`src/rtl/vector_pkg.sv`:
```
// Shared constants and types for the lane-parallel vector divider.
package vector_pkg;

  localparam int DEF_DATA_WIDTH = 8;
  localparam int DEF_LANES      = 8;

  typedef enum logic [1:0] {
    IDLE = 2'd0,
    RUN  = 2'd1,
    DONE = 2'd2
  } state_e;

  typedef logic [DEF_LANES-1:0][DEF_DATA_WIDTH-1:0] lane_vec_t;

endpackage

```
`src/rtl/divider_lane.sv`:
```
// One lane of the restoring divider: sign/magnitude capture, shift-subtract
// iteration and final sign fix-up, stepped by strobes from the top-level FSM.
module divider_lane
  import vector_pkg::*;
#(
  parameter int DATA_WIDTH = DEF_DATA_WIDTH
) (
  input  logic                  clk,
  input  logic                  rst,
  input  logic                  load,
  input  logic                  step,
  input  logic                  finish,
  input  logic                  signed_mode,
  input  logic [DATA_WIDTH-1:0] dividend,
  input  logic [DATA_WIDTH-1:0] divisor,
  output logic [DATA_WIDTH-1:0] quotient,
  output logic [DATA_WIDTH-1:0] remainder,
  output logic                  div_zero
);

  localparam int W = DATA_WIDTH;
  localparam logic [W-1:0] MOST_NEG = {1'b1, {(W-1){1'b0}}};

  logic         a_neg_s, b_neg_s, zero_s, ovf_s, ge_s;
  logic [W-1:0] a_mag_s, diff_s, rem_nx_s, dq_nx_s, q_s, r_s;
  logic [W:0]   b_mag_s, rem_sh_s;

  logic [W-1:0] rem_r, dq_r, dvd_r;
  logic [W:0]   dvs_r;
  logic         a_neg_r, b_neg_r, zero_r, ovf_r;

  // Operand sign and magnitude capture; divisor magnitude needs W+1 bits
  always_comb begin
    a_neg_s = signed_mode & dividend[W-1];
    b_neg_s = signed_mode & divisor[W-1];
    a_mag_s = a_neg_s ? (~dividend + W'(1)) : dividend;
    b_mag_s = b_neg_s ? ({1'b0, ~divisor} + (W+1)'(1)) : {1'b0, divisor};
    zero_s  = (divisor == {W{1'b0}});
    ovf_s   = signed_mode & (dividend == MOST_NEG) & (divisor == {W{1'b1}});
  end

  // One restoring step; when the subtract succeeds the true difference is
  // below the divisor, so its low W bits are exact
  always_comb begin
    rem_sh_s = {rem_r, dq_r[W-1]};
    ge_s     = (rem_sh_s >= dvs_r);
    diff_s   = rem_sh_s[W-1:0] - dvs_r[W-1:0];
    rem_nx_s = ge_s ? diff_s : rem_sh_s[W-1:0];
    dq_nx_s  = {dq_r[W-2:0], ge_s};
  end

  // Final result from the last step's values, with the special cases overriding
  always_comb begin
    if (zero_r) begin
      q_s = {W{1'b1}};
      r_s = dvd_r;
    end else if (ovf_r) begin
      q_s = MOST_NEG;
      r_s = {W{1'b0}};
    end else begin
      q_s = (a_neg_r ^ b_neg_r) ? (~dq_nx_s + W'(1)) : dq_nx_s;
      r_s = a_neg_r ? (~rem_nx_s + W'(1)) : rem_nx_s;
    end
  end

  // Iteration state and result registers
  always_ff @(posedge clk or posedge rst) begin
    if (rst) begin
      rem_r     <= {W{1'b0}};
      dq_r      <= {W{1'b0}};
      dvd_r     <= {W{1'b0}};
      dvs_r     <= {(W+1){1'b0}};
      a_neg_r   <= 1'b0;
      b_neg_r   <= 1'b0;
      zero_r    <= 1'b0;
      ovf_r     <= 1'b0;
      quotient  <= {W{1'b0}};
      remainder <= {W{1'b0}};
      div_zero  <= 1'b0;
    end else begin
      if (load) begin
        rem_r   <= {W{1'b0}};
        dq_r    <= a_mag_s;
        dvd_r   <= dividend;
        dvs_r   <= b_mag_s;
        a_neg_r <= a_neg_s;
        b_neg_r <= b_neg_s;
        zero_r  <= zero_s;
        ovf_r   <= ovf_s;
      end else if (step) begin
        rem_r <= rem_nx_s;
        dq_r  <= dq_nx_s;
      end
      if (finish) begin
        quotient  <= q_s;
        remainder <= r_s;
        div_zero  <= zero_r;
      end
    end
  end

endmodule

```
`src/rtl/vector_divider.sv`:
```
// Lane-parallel multi-cycle integer divider with start/busy/done handshake;
// one quotient bit per cycle in every lane.
module vector_divider
  import vector_pkg::*;
#(
  parameter int DATA_WIDTH = DEF_DATA_WIDTH,
  parameter int LANES      = DEF_LANES
) (
  input  logic                             clk,
  input  logic                             rst,
  input  logic                             start,
  input  logic                             signed_mode,
  input  logic [LANES-1:0][DATA_WIDTH-1:0] operand1,
  input  logic [LANES-1:0][DATA_WIDTH-1:0] operand2,
  output logic                             ready,
  output logic                             busy,
  output logic                             done,
  output logic [LANES-1:0][DATA_WIDTH-1:0] quotient,
  output logic [LANES-1:0][DATA_WIDTH-1:0] remainder,
  output logic [LANES-1:0]                 div_zero
);

  localparam int CW = (DATA_WIDTH > 1) ? $clog2(DATA_WIDTH) : 1;
  localparam logic [CW-1:0] CNT_LAST = CW'(DATA_WIDTH - 1);

  state_e        state_r;
  logic [CW-1:0] cnt_r;
  logic          load_s, step_s, finish_s;

  // Shared lane strobes
  always_comb begin
    load_s   = start & ready;
    step_s   = busy;
    finish_s = busy & (cnt_r == CNT_LAST);
  end

  // Control FSM with registered handshake outputs
  always_ff @(posedge clk or posedge rst) begin
    if (rst) begin
      state_r <= IDLE;
      cnt_r   <= {CW{1'b0}};
      ready   <= 1'b1;
      busy    <= 1'b0;
      done    <= 1'b0;
    end else begin
      case (state_r)
        IDLE, DONE: begin
          done <= 1'b0;
          if (start) begin
            state_r <= RUN;
            cnt_r   <= {CW{1'b0}};
            ready   <= 1'b0;
            busy    <= 1'b1;
          end else begin
            state_r <= IDLE;
            ready   <= 1'b1;
            busy    <= 1'b0;
          end
        end
        RUN: begin
          if (cnt_r == CNT_LAST) begin
            state_r <= DONE;
            ready   <= 1'b1;
            busy    <= 1'b0;
            done    <= 1'b1;
          end else begin
            cnt_r <= cnt_r + CW'(1);
          end
        end
        default: begin
          state_r <= IDLE;
          cnt_r   <= {CW{1'b0}};
          ready   <= 1'b1;
          busy    <= 1'b0;
          done    <= 1'b0;
        end
      endcase
    end
  end

  for (genvar i = 0; i < LANES; i++) begin : g_lane
    divider_lane #(.DATA_WIDTH(DATA_WIDTH)) u_lane (
      .clk        (clk),
      .rst        (rst),
      .load       (load_s),
      .step       (step_s),
      .finish     (finish_s),
      .signed_mode(signed_mode),
      .dividend   (operand1[i]),
      .divisor    (operand2[i]),
      .quotient   (quotient[i]),
      .remainder  (remainder[i]),
      .div_zero   (div_zero[i])
    );
  end

endmodule

```
`config.mk`:
```
export PLATFORM = sky130hd
export DESIGN_NAME = vector_divider
export DESIGN_NICKNAME = d
export VERILOG_FILES = /design/src/rtl/vector_pkg.sv /design/src/rtl/divider_lane.sv /design/src/rtl/vector_divider.sv
export SDC_FILE = /design/constraint.sdc
export NUM_CORES = 1
export LEC_CHECK = 0
export ABC_AREA = 1
export CORE_UTILIZATION = 45
export DETAILED_ROUTE_END_ITERATION = 8
export GPL_ROUTABILITY_DRIVEN = 0
export PLACE_DENSITY = 0.74
export SLEW_MARGIN = 20
export SYNTH_ARGS = -nofsm -noshare
export SYNTH_HDL_FRONTEND = slang
export SYNTH_SLANG_ARGS = --single-unit
```
`constraint.sdc`:
```
create_clock -name clk -period 26.7 [get_ports clk]
set_input_delay 5.34 -clock clk [delete_from_list [all_inputs] [get_ports clk]]
set_output_delay 5.34 -clock clk [all_outputs]
set_load 0.05 [all_outputs]
```
==> results of run 1 <==
[area by class of cell]
class	instances	area, um2	area share
Inverter	417	1580	0.0509
Clock buffer	67	1440	0.0463
Sequential cell	438	11000	0.353
Multi-Input combinational cell	2422	13000	0.420
Tap cell	756	946	0.0305
Timing Repair Buffer	288	2850	0.0917
Clock inverter	21	225	0.00726
[layer usage]
layer  global-route usage  vias to the layer above  wire length, um
li1                     -                    11800                -
met1                0.354                    11500            34200
met2                0.416                      771            34900
met3               0.0387                      139             4800
met4               0.0903                        0             2430
met5                    0                        -                0
[worst register-to-register path: stages, from the launching register on]
cell     delay (ps)
dfrtp_1         390
ha_1            200
ha_1            220
nand2_4         460
inv_2           320
buf_4           370
nand2_1         430
inv_1           260
a22oi_1         240
o21ai_1          90
[per-stage QoR]
step                      utilization  std cells  cell area (um2)  hold slack (ps)  worst slack [ps]
after floorplan                     -       3397            26100              447              9160
after global placement          0.517       4321            29400              463             18340
after detailed placement        0.517       4321            29400              466             18270
after CTS                       0.546       4409            31000              483             18910
after global routing            0.546       4409            31000              500             18640
final                           0.546       4409            31000              479             18860
[flip-flops by register name (all words and copies together), names as in the netlist]
signal / flops
cnt_r: 3
done: 1
g_lane.u_lane.a_neg_r: 8
g_lane.u_lane.b_neg_r: 8
g_lane.u_lane.div_zero: 8
g_lane.u_lane.dq_r: 64
g_lane.u_lane.dvd_r: 64
g_lane.u_lane.dvs_r: 72
g_lane.u_lane.ovf_r: 8
g_lane.u_lane.quotient: 64
g_lane.u_lane.rem_r: 64
g_lane.u_lane.remainder: 64
g_lane.u_lane.zero_r: 8
ready: 1
state_r: 1
[logic make-up (layout without fill, tap and decap cells)]
logic type,Yosys count,after routing
buffers and inverters,537,793
AOI/OAI and AO/OA,668,668
and+or+nand+nor,1531,1531
adders and majority gates,122,122
DFF,438,438
xor gates and xnor gates,101,101
[final timing paths]
check                           slack, ps  depth (start not counted)                                   endpoint
max in group asynchronous           19240                          4  g_lane[7].u_lane.remainder[4]$_DFFE_PP0P_
worst max-delay path                18860                          8       g_lane[3].u_lane.dq_r[4]$_DFFE_PP0P_
min in group asynchronous            5270                          2   g_lane[5].u_lane.quotient[5]$_DFFE_PP0P_
worst min register to register        480                          2      g_lane[1].u_lane.div_zero$_DFFE_PP0P_
worst max register to register      23620                          9  g_lane[6].u_lane.remainder[5]$_DFFE_PP0P_
worst min-delay path                  480                          2      g_lane[1].u_lane.div_zero$_DFFE_PP0P_
[report_power, final]
part / leakage [nW] / switching, W / total (W) / internal, W
clock network: 0.825 / 0.000289 / 0.000703 / 0.000415
logic: 8.78 / 0.00184 / 0.00277 / 0.000932
registers: 5.46 / 0.000215 / 0.00118 / 0.000966
[placed cells by master, fill, tap and decap left out, drive strengths merged, types with 31 or more instances in the layout]
cell	synthesis	final
nand3	302	302
nor2	221	221
o211ai	52	52
nor3	45	45
clkdlybuf4s50	0	269
ha	114	114
nand4	31	31
dfrtp	437	437
clkbuf	89	67
inv	410	413
o221ai	36	36
o21ai	315	315
nand2	906	906
a21oi	123	123
xor2	76	76
a22oi	35	35
==> summary.md, run 1 <==
| Metric | Value |
|---|---|
| Pwr dens | `~150 nW/um2` |
| Post-synthesis async set-or-reset flop share | `1.00` |
| Mean post-synth cell area | `between 7 and 8 um2` |
| CP required | `between 20000 and 30000 ps` |
| Syn Inst Count | `3397` |
| Die Wd | `~240 um` |
| Filler Cell Count | `5336` |
| Row count | `87` |
| R2r startpoint | `cnt_r[0]$_DFFE_PP0P_` |
| CTS Buf Count | `50` |
| Post-DP HPWL | `54600 um` |
| Startpoint class of the critical path | `primary input` |
| Diodes inserted | `0` |
| Syn nets | `3651` |
| Setup TNS Final | `0 ps` |
| Crit. End Element | `flop` |
| P_leak | `around 15 nW` |
| Die H | `about 240 um` |
| Crit path kind | `in2reg` |
| EDFF count, synth | `0` |
| Post-DR wirelength/cell | `approximately 17 um` |
| Largest cells by area after synthesis | `dfrtp_1 (42%), nand2_1 (13%), inv_1 (5.7%)` |
| Cts repair resizes | `0` |
| Vias per inst | `5.48` |
| DR pass1 iterations | `5` |
| Remaining DRCs | `0` |
| Top-Level Pins | `between 200 and 300` |
| Tot Pwr | `roughly 0.0047 W` |
| Most instantiated cells after synthesis | `nand2_1 (877), dfrtp_1 (437), inv_1 (396)` |
| Post-synthesis mux area share | `0` |
| Starting DRT DRC Count | `2022` |
| Largest delay share family, worst path | `buffers and inverters` |
| Max incr delay on CP | `between 700 and 800 ps` |
| Worst hold path class | `reg2reg` |
| DIE AREA | `58900 um2` |
| Worst-skew pair later-pin latency | `600 ps` |
| Critical Path Slowest Stage Cell | `buf_4` |
| Global-route wire length before repair | `around 120000 um` |
| Final setup viols | `0` |
| Final worst-path cycle share | `0.294` |
| Setup Buffers After CTS | `0` |
| Layout cell share with drive strength beyond 1 | `0.0509` |
| Initial Util | `0.459` |
| # clock sinks | `about 440` |
| Crit path launch | `start` |
| Clock-pin slew on the worst setup and hold paths | `about 60 ps` |
| Register area share after synthesis | `0.420` |
| Area grow syn2layout | `19.0%` |
| Largest net degree at the start of global routing | `between 100 and 150` |
| CTS root buf | `clkbuf_16` |
| Yosys cell types | `54` |
| Post-Synth Simple-Gate Area | `0.249` |
| Max-cap viol count | `0` |
| Critical path arrival | `between 8000 and 9000 ps` |
| Worst-Margin Slew | `1050 ps` |
| Flop and latch count out of synthesis | `between 400 and 500` |
| Warnings from Yosys | `0` |
| Critical path buffers and inverters | `3` |
| CTS tree | `built` |
| Vias | `between 20000 and 25000` |
| Tmin final | `slightly below 8000 ps` |
| Number of global-route vias before repair | `approximately 23000` |
| Hold-fix buffers, CTS | `0` |
| Worst-path maximum fanout | `95` |
| Syn Std Cell Area | `around 26000 um2` |
| Post-route ant nets | `0` |
| Main flop type after synthesis | `dfrtp_1` |
| Status | `complete, no violations` |
| Hold Fails Final Rpt | `0` |
| Final Skew | `~27 ps` |
| Rel. slew slack | `0.303` |
| Initial antenna violation count | `0` |
| Share of the synthesized area in the top cell type | `0.419` |
| Most common cell in the netlist | `nand2_1` |
| Detailed-route wire length | `between 70000 and 80000 um` |
| GR Util All Layers | `0.258` |
| Main combinational cell family by area after synthesis | `simple AND/OR/NAND/NOR gates` |
| Post-Synth Adder-Cell Area | `0.0609` |
| Largest area contributor in the netlist | `dfrtp_1` |
| VDD IR-drop max | `0.0774 mV` |
| Core Footprint | `roughly 57000 um2` |
| Max frequency | `around 0.13 GHz` |
| Port Buffer Count | `270` |
| Grt ovf | `0` |
| Cell Chain, Critical Path | `clkdlybuf4s50_1 > nand2_4 > inv_6 > buf_4 > nand2_1 > o221ai_1 > o311ai_0 > o21ai_0` |
| RSZ-0062 raised after global routing | `no` |
| NumNets Final | `3871` |
| Beginning of the worst hold path | `g_lane[1].u_lane.div_zero$_DFFE_PP0P_` |
| Synth Area in Compound Gates | `0.154` |
| H-tree lvl count | `2` |
| Max Transition Viols Final | `0` |
| Longest Clk Path Bufs | `3` |
| XOR/XNOR Fraction of Synth Area | `0.0339` |
Power figures use the tool's default switching activity.
==> run 2, diff against run 1 <==
PLACE_DENSITY = 0.76   (was 0.74)
clock period = 6.3 ns   (was 26.7 ns; I/O delays follow)
==> run 2 against run 1 <==
  * Clock power increased to 4.4 times the previous value
  * Via count grew 1.3%
  * First-iteration DRC count grew 7.3%
  * Sequential power increased to 4.3 times the previous value
  * Utilization grew 0.28 points
  * Die area is the same
  * Highest routed layer is now met5
  * Wire length is 1.0% higher
  * Sequential share of layout area fell by 0.18 points
  * Count of clock-buffer cells in the layout unchanged
==> summary.md, run 2 (synthesis gave the netlist of run 1 again) <==
| Metric | Value |
|---|---|
| Status | `complete, no violations` |
| Area grow syn2layout | `19.6%` |
| Rel. slew slack | `0.302 (-0.00137)` |
| Die Wd | `243 um (unchanged)` |
| Grt ovf | `0 (unchanged)` |
| Post-DP HPWL | `54900 um (+0.60%)` |
| Top-Level Pins | `271 (unchanged)` |
| CTS tree | `built` |
| Global-route wire length before repair | `125000 um (+1.1%)` |
| WHS Endpoint | `g_lane[7].u_lane.dvd_r[7]$_DFFE_PP0P_` |
| Row count | `87 (unchanged)` |
| Hold Fails Final Rpt | `0 (unchanged)` |
| VDD IR-drop max | `0.343 mV (+340%)` |
| Commonest cells after routing, fill and taps aside | `nand2_1 (873), dfrtp_1 (437), inv_1 (394)` |
| Number of global-route vias before repair | `23400 (+1.5%)` |
| Max-cap viol count | `0 (unchanged)` |
| R2r startpoint | `g_lane[1].u_lane.dvs_r[7]$_DFFE_PP0P_` |
| CTS Buf Count | `49 (-2.0%)` |
| Port Buffer Count | `270 (unchanged)` |
| Vias | `24500 (+1.3%)` |
| Diodes inserted | `0 (unchanged)` |
| CP required | `6800 ps (-20400 ps)` |
| Core Footprint | `56800 um2 (unchanged)` |
| Reg2Reg Depth | `13 (+4)` |
| Max FFs per register | `72 (unchanged)` |
| # clock sinks | `438 (unchanged)` |
| Detailed-route wire length | `77100 um (+1.0%)` |
| Crit path kind | `in2reg` |
| Worst hold path class | `reg2reg` |
| Remaining DRCs | `0 (unchanged)` |
| NumNets Final | `3874 (+0.077%)` |
| Die H | `243 um (unchanged)` |
| GR Util All Layers | `0.260 (+0.00209)` |
| Initial Util | `0.459 (unchanged)` |
| Hold-fix buffers, CTS | `0 (unchanged)` |
| P_leak | `15.1 nW (+0.48%)` |
| Max Transition Viols Final | `0 (unchanged)` |
| Critical path arrival | `4210 ps (-4130 ps)` |
| Tmin final | `between 3000 and 4000 ps` |
| Setup TNS Final | `0 ps (unchanged)` |
| Final setup viols | `0 (unchanged)` |
| Startpoint class of the critical path | `primary input` |
| R2R Path End | `g_lane[1].u_lane.remainder[6]$_DFFE_PP0P_` |
| Setup Buffers After CTS | `0 (unchanged)` |
| Starting DRT DRC Count | `2169 (+7.3%)` |
| Final Skew | `26.3 ps (-0.847 ps)` |
| Longest Clk Path Bufs | `3 (unchanged)` |
| DR pass1 iterations | `7 (+2)` |
| CTS root buf | `clkbuf_16` |
| DIE AREA | `58900 um2 (unchanged)` |
| Post-route ant nets | `0 (unchanged)` |
| Final Util | `0.549 (+0.00280)` |
| Initial antenna violation count | `1 (+1)` |
| Beginning of the worst hold path | `g_lane[7].u_lane.dvd_r[7]$_DFFE_PP0P_` |
| Pwr dens | `639 nW/um2 (+330%)` |
| Crit. End Element | `flop` |
| Worst-path maximum fanout | `114 (+20%)` |
| Max frequency | `0.269 GHz` |
| Layout cell share with drive strength beyond 1 | `0.0517 (+0.000736)` |
| Worst-Margin Slew | `1050 ps (+2.05 ps)` |
| Largest net degree at the start of global routing | `175 (+28%)` |
| R2R setup slack | `3230 ps (-20390 ps)` |
| Clock-pin slew on the worst setup and hold paths | `60 ps (about the same)` |
| Tot Pwr | `0.0199 W (+330%)` |
| Hold Path Cell Cnt | `2 (unchanged)` |
| Cts repair resizes | `0 (unchanged)` |
| Most frequent standard cell in the layout excluding fill and tap cells | `nand2_1` |
| Largest Register | `g_lane.u_lane.dvs_r` |
| Final worst-path cycle share | `0.589` |
| RSZ-0062 raised after global routing | `no` |
| H-tree lvl count | `2 (unchanged)` |
| Post-DR wirelength/cell | `17.5 um (+0.89%)` |
| Vias per inst | `5.54 (+1.2%)` |
| Worst-skew pair later-pin latency | `600 ps (about the same)` |
[run 2: through the flow]
| stage | hold slack, ps | cell area (um2) | worst slack [ps] | cells |
|---|---|---|---|---|
| finish | 483 | 31200 | 2590 | 4415 |
| global route | 496 | 31200 | 2440 | 4415 |
| CTS | 486 | 31200 | 2650 | 4415 |
| detailed placement | 470 | 29400 | 2010 | 4325 |
| global placement | 462 | 29400 | 2110 | 4325 |
| floorplan | 447 | 26100 | -876 | 3397 |
[run 2: cell type report]
| class | count | area, um2 |
|---|---|---|
| clock buffer | 67 | 1410 |
| multi-input combinational | 2422 | 13000 |
| fill | 5173 | 25600 |
| timing repair buffer | 292 | 2940 |
| tap | 756 | 946 |
| sequential | 438 | 11000 |
| clock inverter | 23 | 325 |
| inverter | 417 | 1580 |
[run 2: report_power, final]
part	internal [W]	total, W	switching [W]
Sequential	0.00409	0.00502	0.000926
Clock	0.00189	0.00311	0.00122
Combinational	0.00397	0.0118	0.00783
[run 2: worst max path at each step]
stage	from	endpoint	cells after the start
2_1_floorplan	rst	cnt_r[0]$_DFFE_PP0P_	1
3_3_place_gp	start	g_lane[0].u_lane.dq_r[4]$_DFFE_PP0P_	6
3_5_place_dp	start	g_lane[4].u_lane.dq_r[4]$_DFFE_PP0P_	8
4_1_cts	start	g_lane[4].u_lane.dq_r[4]$_DFFE_PP0P_	8
5_1_grt	start	g_lane[3].u_lane.dq_r[4]$_DFFE_PP0P_	7
6_report	start	g_lane[4].u_lane.dq_r[4]$_DFFE_PP0P_	8
[run 2: worst max-delay path: stages]
cell             delay, ps
clkdlybuf4s50_1        620
nand2_4                460
inv_6                  880
buf_4                  430
nand2_1                120
o221ai_1                90
o311ai_0               170
o21ai_0                150
[run 2: routing by layer]
layer  global-route usage  wire (um)  up-vias
met3               0.0375       5220      142
met4               0.0745       1900        2
met5                    0         13        -
li1                     -          -    11800
met1                0.359      34200    11600
met2                0.425      35800      972
==> run 3, diff against run 2 <==
clock period = 3.1 ns   (was 6.3 ns; I/O delays follow)
==> run 3 against run 2 <==
  * Setup slack worse by 2300 ps
  * Largest power group unchanged
  * Sequential cell count stayed put
  * Register-to-register slack worse by 2900 ps
  * Utilization up 0.44 points
  * Sequential power up 100%
  * Hold slack got worse by 39 ps
  * Largest cell class unchanged
  * Cell area up 0.80%
  * Clock skew shrank 11 ps
  * Critical path depth shrank 7
  * Via count increased by 0.42%
==> summary.md, run 3 (synthesis gave the netlist of run 1 again) <==
| Metric | Value |
|---|---|
| Grt ovf | `0 (unchanged)` |
| Longest Clk Path Bufs | `3 (unchanged)` |
| Tmin final | `~2800 ps` |
| Crit path kind | `reg2out` |
| Layout cell share with drive strength beyond 1 | `0.0614 (+0.00970)` |
| Post-DR wirelength/cell | `17.6 um (+0.78%)` |
| CTS Buf Count | `49 (unchanged)` |
| Fin area | `31400 um2 (+0.80%)` |
| Core Footprint | `56800 um2 (unchanged)` |
| Setup ws final | `324 ps (-2260 ps)` |
| Levels on crit path | `1 (-7)` |
| Global-route wire length before repair | `127000 um (+2.1%)` |
| Max incr delay on CP | `970 ps (+90 ps)` |
| Crit path launch | `ready$_DFFE_PP1P_` |
| Critical path arrival | `2160 ps (-2050 ps)` |
| R2r startpoint | `g_lane[3].u_lane.rem_r[1]$_DFFE_PP0P_` |
| Setup Buffers After CTS | `0 (unchanged)` |
| Critical path buffers and inverters | `1 (-2)` |
| Commonest cells after routing, fill and taps aside | `nand2_1 (873), dfrtp_1 (437), inv_1 (394)` |
| DIE AREA | `58900 um2 (unchanged)` |
| DP Area | `29900 um2 (+1.5%)` |
| Cts repair resizes | `0 (unchanged)` |
| Max FFs per register | `72 (unchanged)` |
| Port Buffer Count | `270 (unchanged)` |
| Hold Fails Final Rpt | `0 (unchanged)` |
| Initial Util | `0.459 (unchanged)` |
| Initial antenna violation count | `0 (-1)` |
| Cell Chain, Critical Path | `clkdlybuf4s50_1` |
| Met3 Usage GRT | `0.0405 (+0.00299)` |
| Largest Register | `g_lane.u_lane.dvs_r` |
| Final setup viols | `0 (unchanged)` |
| Critical Path Slowest Stage Cell | `clkdlybuf4s50_1` |
| Max Transition Viols Final | `0 (unchanged)` |
| Worst-path maximum fanout | `3 (-97%)` |
| Row count | `87 (unchanged)` |
| GR Util All Layers | `0.267 (+0.00666)` |
| GRT Max-Usage Layer | `met2` |
| Global Route met1 Usage | `0.369 (+0.00961)` |
| Most frequent standard cell in the layout excluding fill and tap cells | `nand2_1` |
| Max frequency | `around 0.36 GHz` |
| Die Wd | `243 um (unchanged)` |
| Number of global-route vias before repair | `23600 (+0.56%)` |
| Post-route ant nets | `0 (unchanged)` |
| Clock-pin slew on the worst setup and hold paths | `60 ps (about the same)` |
| Worst slack, placed | `316 ps (-1700 ps)` |
| Worst-skew pair later-pin latency | `590 ps (about the same)` |
| Worst hold path class | `in2async` |
| DR pass1 iterations | `6 (-1)` |
| Post-DP HPWL | `57800 um (+5.2%)` |
| Routing usage on met2 | `0.433 (+0.00784)` |
| Status | `complete, no violations` |
| Area grow syn2layout | `20.5%` |
| VDD IR-drop max | `0.983 mV (+190%)` |
| WHS | `445 ps (-38.6 ps)` |
| Largest delay share family, worst path | `buffers and inverters` |
| CTS tree | `built` |
| Hold-fix buffers, CTS | `0 (unchanged)` |
| NumNets Final | `3918 (+1.1%)` |
| Tot Pwr | `0.0403 W (+100%)` |
| Reg2Reg Depth | `14 (+1)` |
| Max-cap viol count | `0 (unchanged)` |
| CTS root buf | `clkbuf_16` |
| Final worst-path cycle share | `0.895` |
| Vias per inst | `5.52 (-0.53%)` |
| Pwr dens | `1280 nW/um2 (+100%)` |
| P_leak | `15.3 nW (+1.1%)` |
| Top-Level Pins | `271 (unchanged)` |
| Remaining DRCs | `0 (unchanged)` |
| Crit. End Element | `output port` |
| Vias | `24600 (+0.42%)` |
| Die H | `243 um (unchanged)` |
| Starting DRT DRC Count | `2189 (+0.92%)` |
| Startpoint class of the critical path | `flop` |
| Final Skew | `14.8 ps (-11.4 ps)` |
| Largest net degree at the start of global routing | `94 (-46%)` |
| CP required | `2480 ps (-4320 ps)` |
| RSZ-0062 raised after global routing | `no` |
| Worst-Margin Slew | `709 ps (-338 ps)` |
| H-tree lvl count | `2 (unchanged)` |
| # clock sinks | `438 (unchanged)` |
| Rel. slew slack | `0.526 (+0.224)` |
| Detailed-route wire length | `78500 um (+1.7%)` |
## run 3: worst paths after layout
check	slack, ps	endpoint
hold reg to reg	480	g_lane[3].u_lane.dvd_r[5]$_DFFE_PP0P_
setup reg to reg	340	g_lane[3].u_lane.quotient[6]$_DFFE_PP0P_
setup / recovery	320	ready
hold / removal	440	g_lane[5].u_lane.dvs_r[4]$_DFFE_PP0P_
max in group asynchronous	1880	g_lane[2].u_lane.quotient[4]$_DFFE_PP0P_
min in group clk	480	g_lane[3].u_lane.dvd_r[5]$_DFFE_PP0P_
## run 3: cell type report
cell class	instances	area, um2
fillers	5229	25400
diodes	1	2.50
flip-flops and latches	438	11000
clock buffers	73	1450
clock inverters	14	82.6
multi-input cells	2422	13000
repair buffers	336	3380
well taps	756	946
inverters	417	1580
## run 3: tightest hold or removal path: stages
cell	delay [ps]
clkdlybuf4s50_1	440
clkinvlp_4	130
buf_12	200
## run 3: where the power goes
part | internal (W) | total (W) | switching (W)
registers | 0.00832 | 0.0102 | 0.00187
clock network | 0.00322 | 0.00565 | 0.00243
logic | 0.00834 | 0.0244 | 0.0161
## run 3: stage by stage
stage           util  setup TNS, ps  std cells
2_1_floorplan      -       -1503530       3397
3_3_place_gp   0.526              0       4369
3_5_place_dp   0.526              0       4369
4_1_cts        0.553              0       4456
5_1_grt        0.553              0       4456
6_report       0.553              0       4457
## run 3: layer usage
| metal | vias up | wire length, um |
|---|---|---|
| met5 | - | 0 |
| met4 | 0 | 2220 |
| met3 | 168 | 5360 |
| met2 | 969 | 36000 |
| met1 | 11600 | 34900 |
| li1 | 11900 | - |
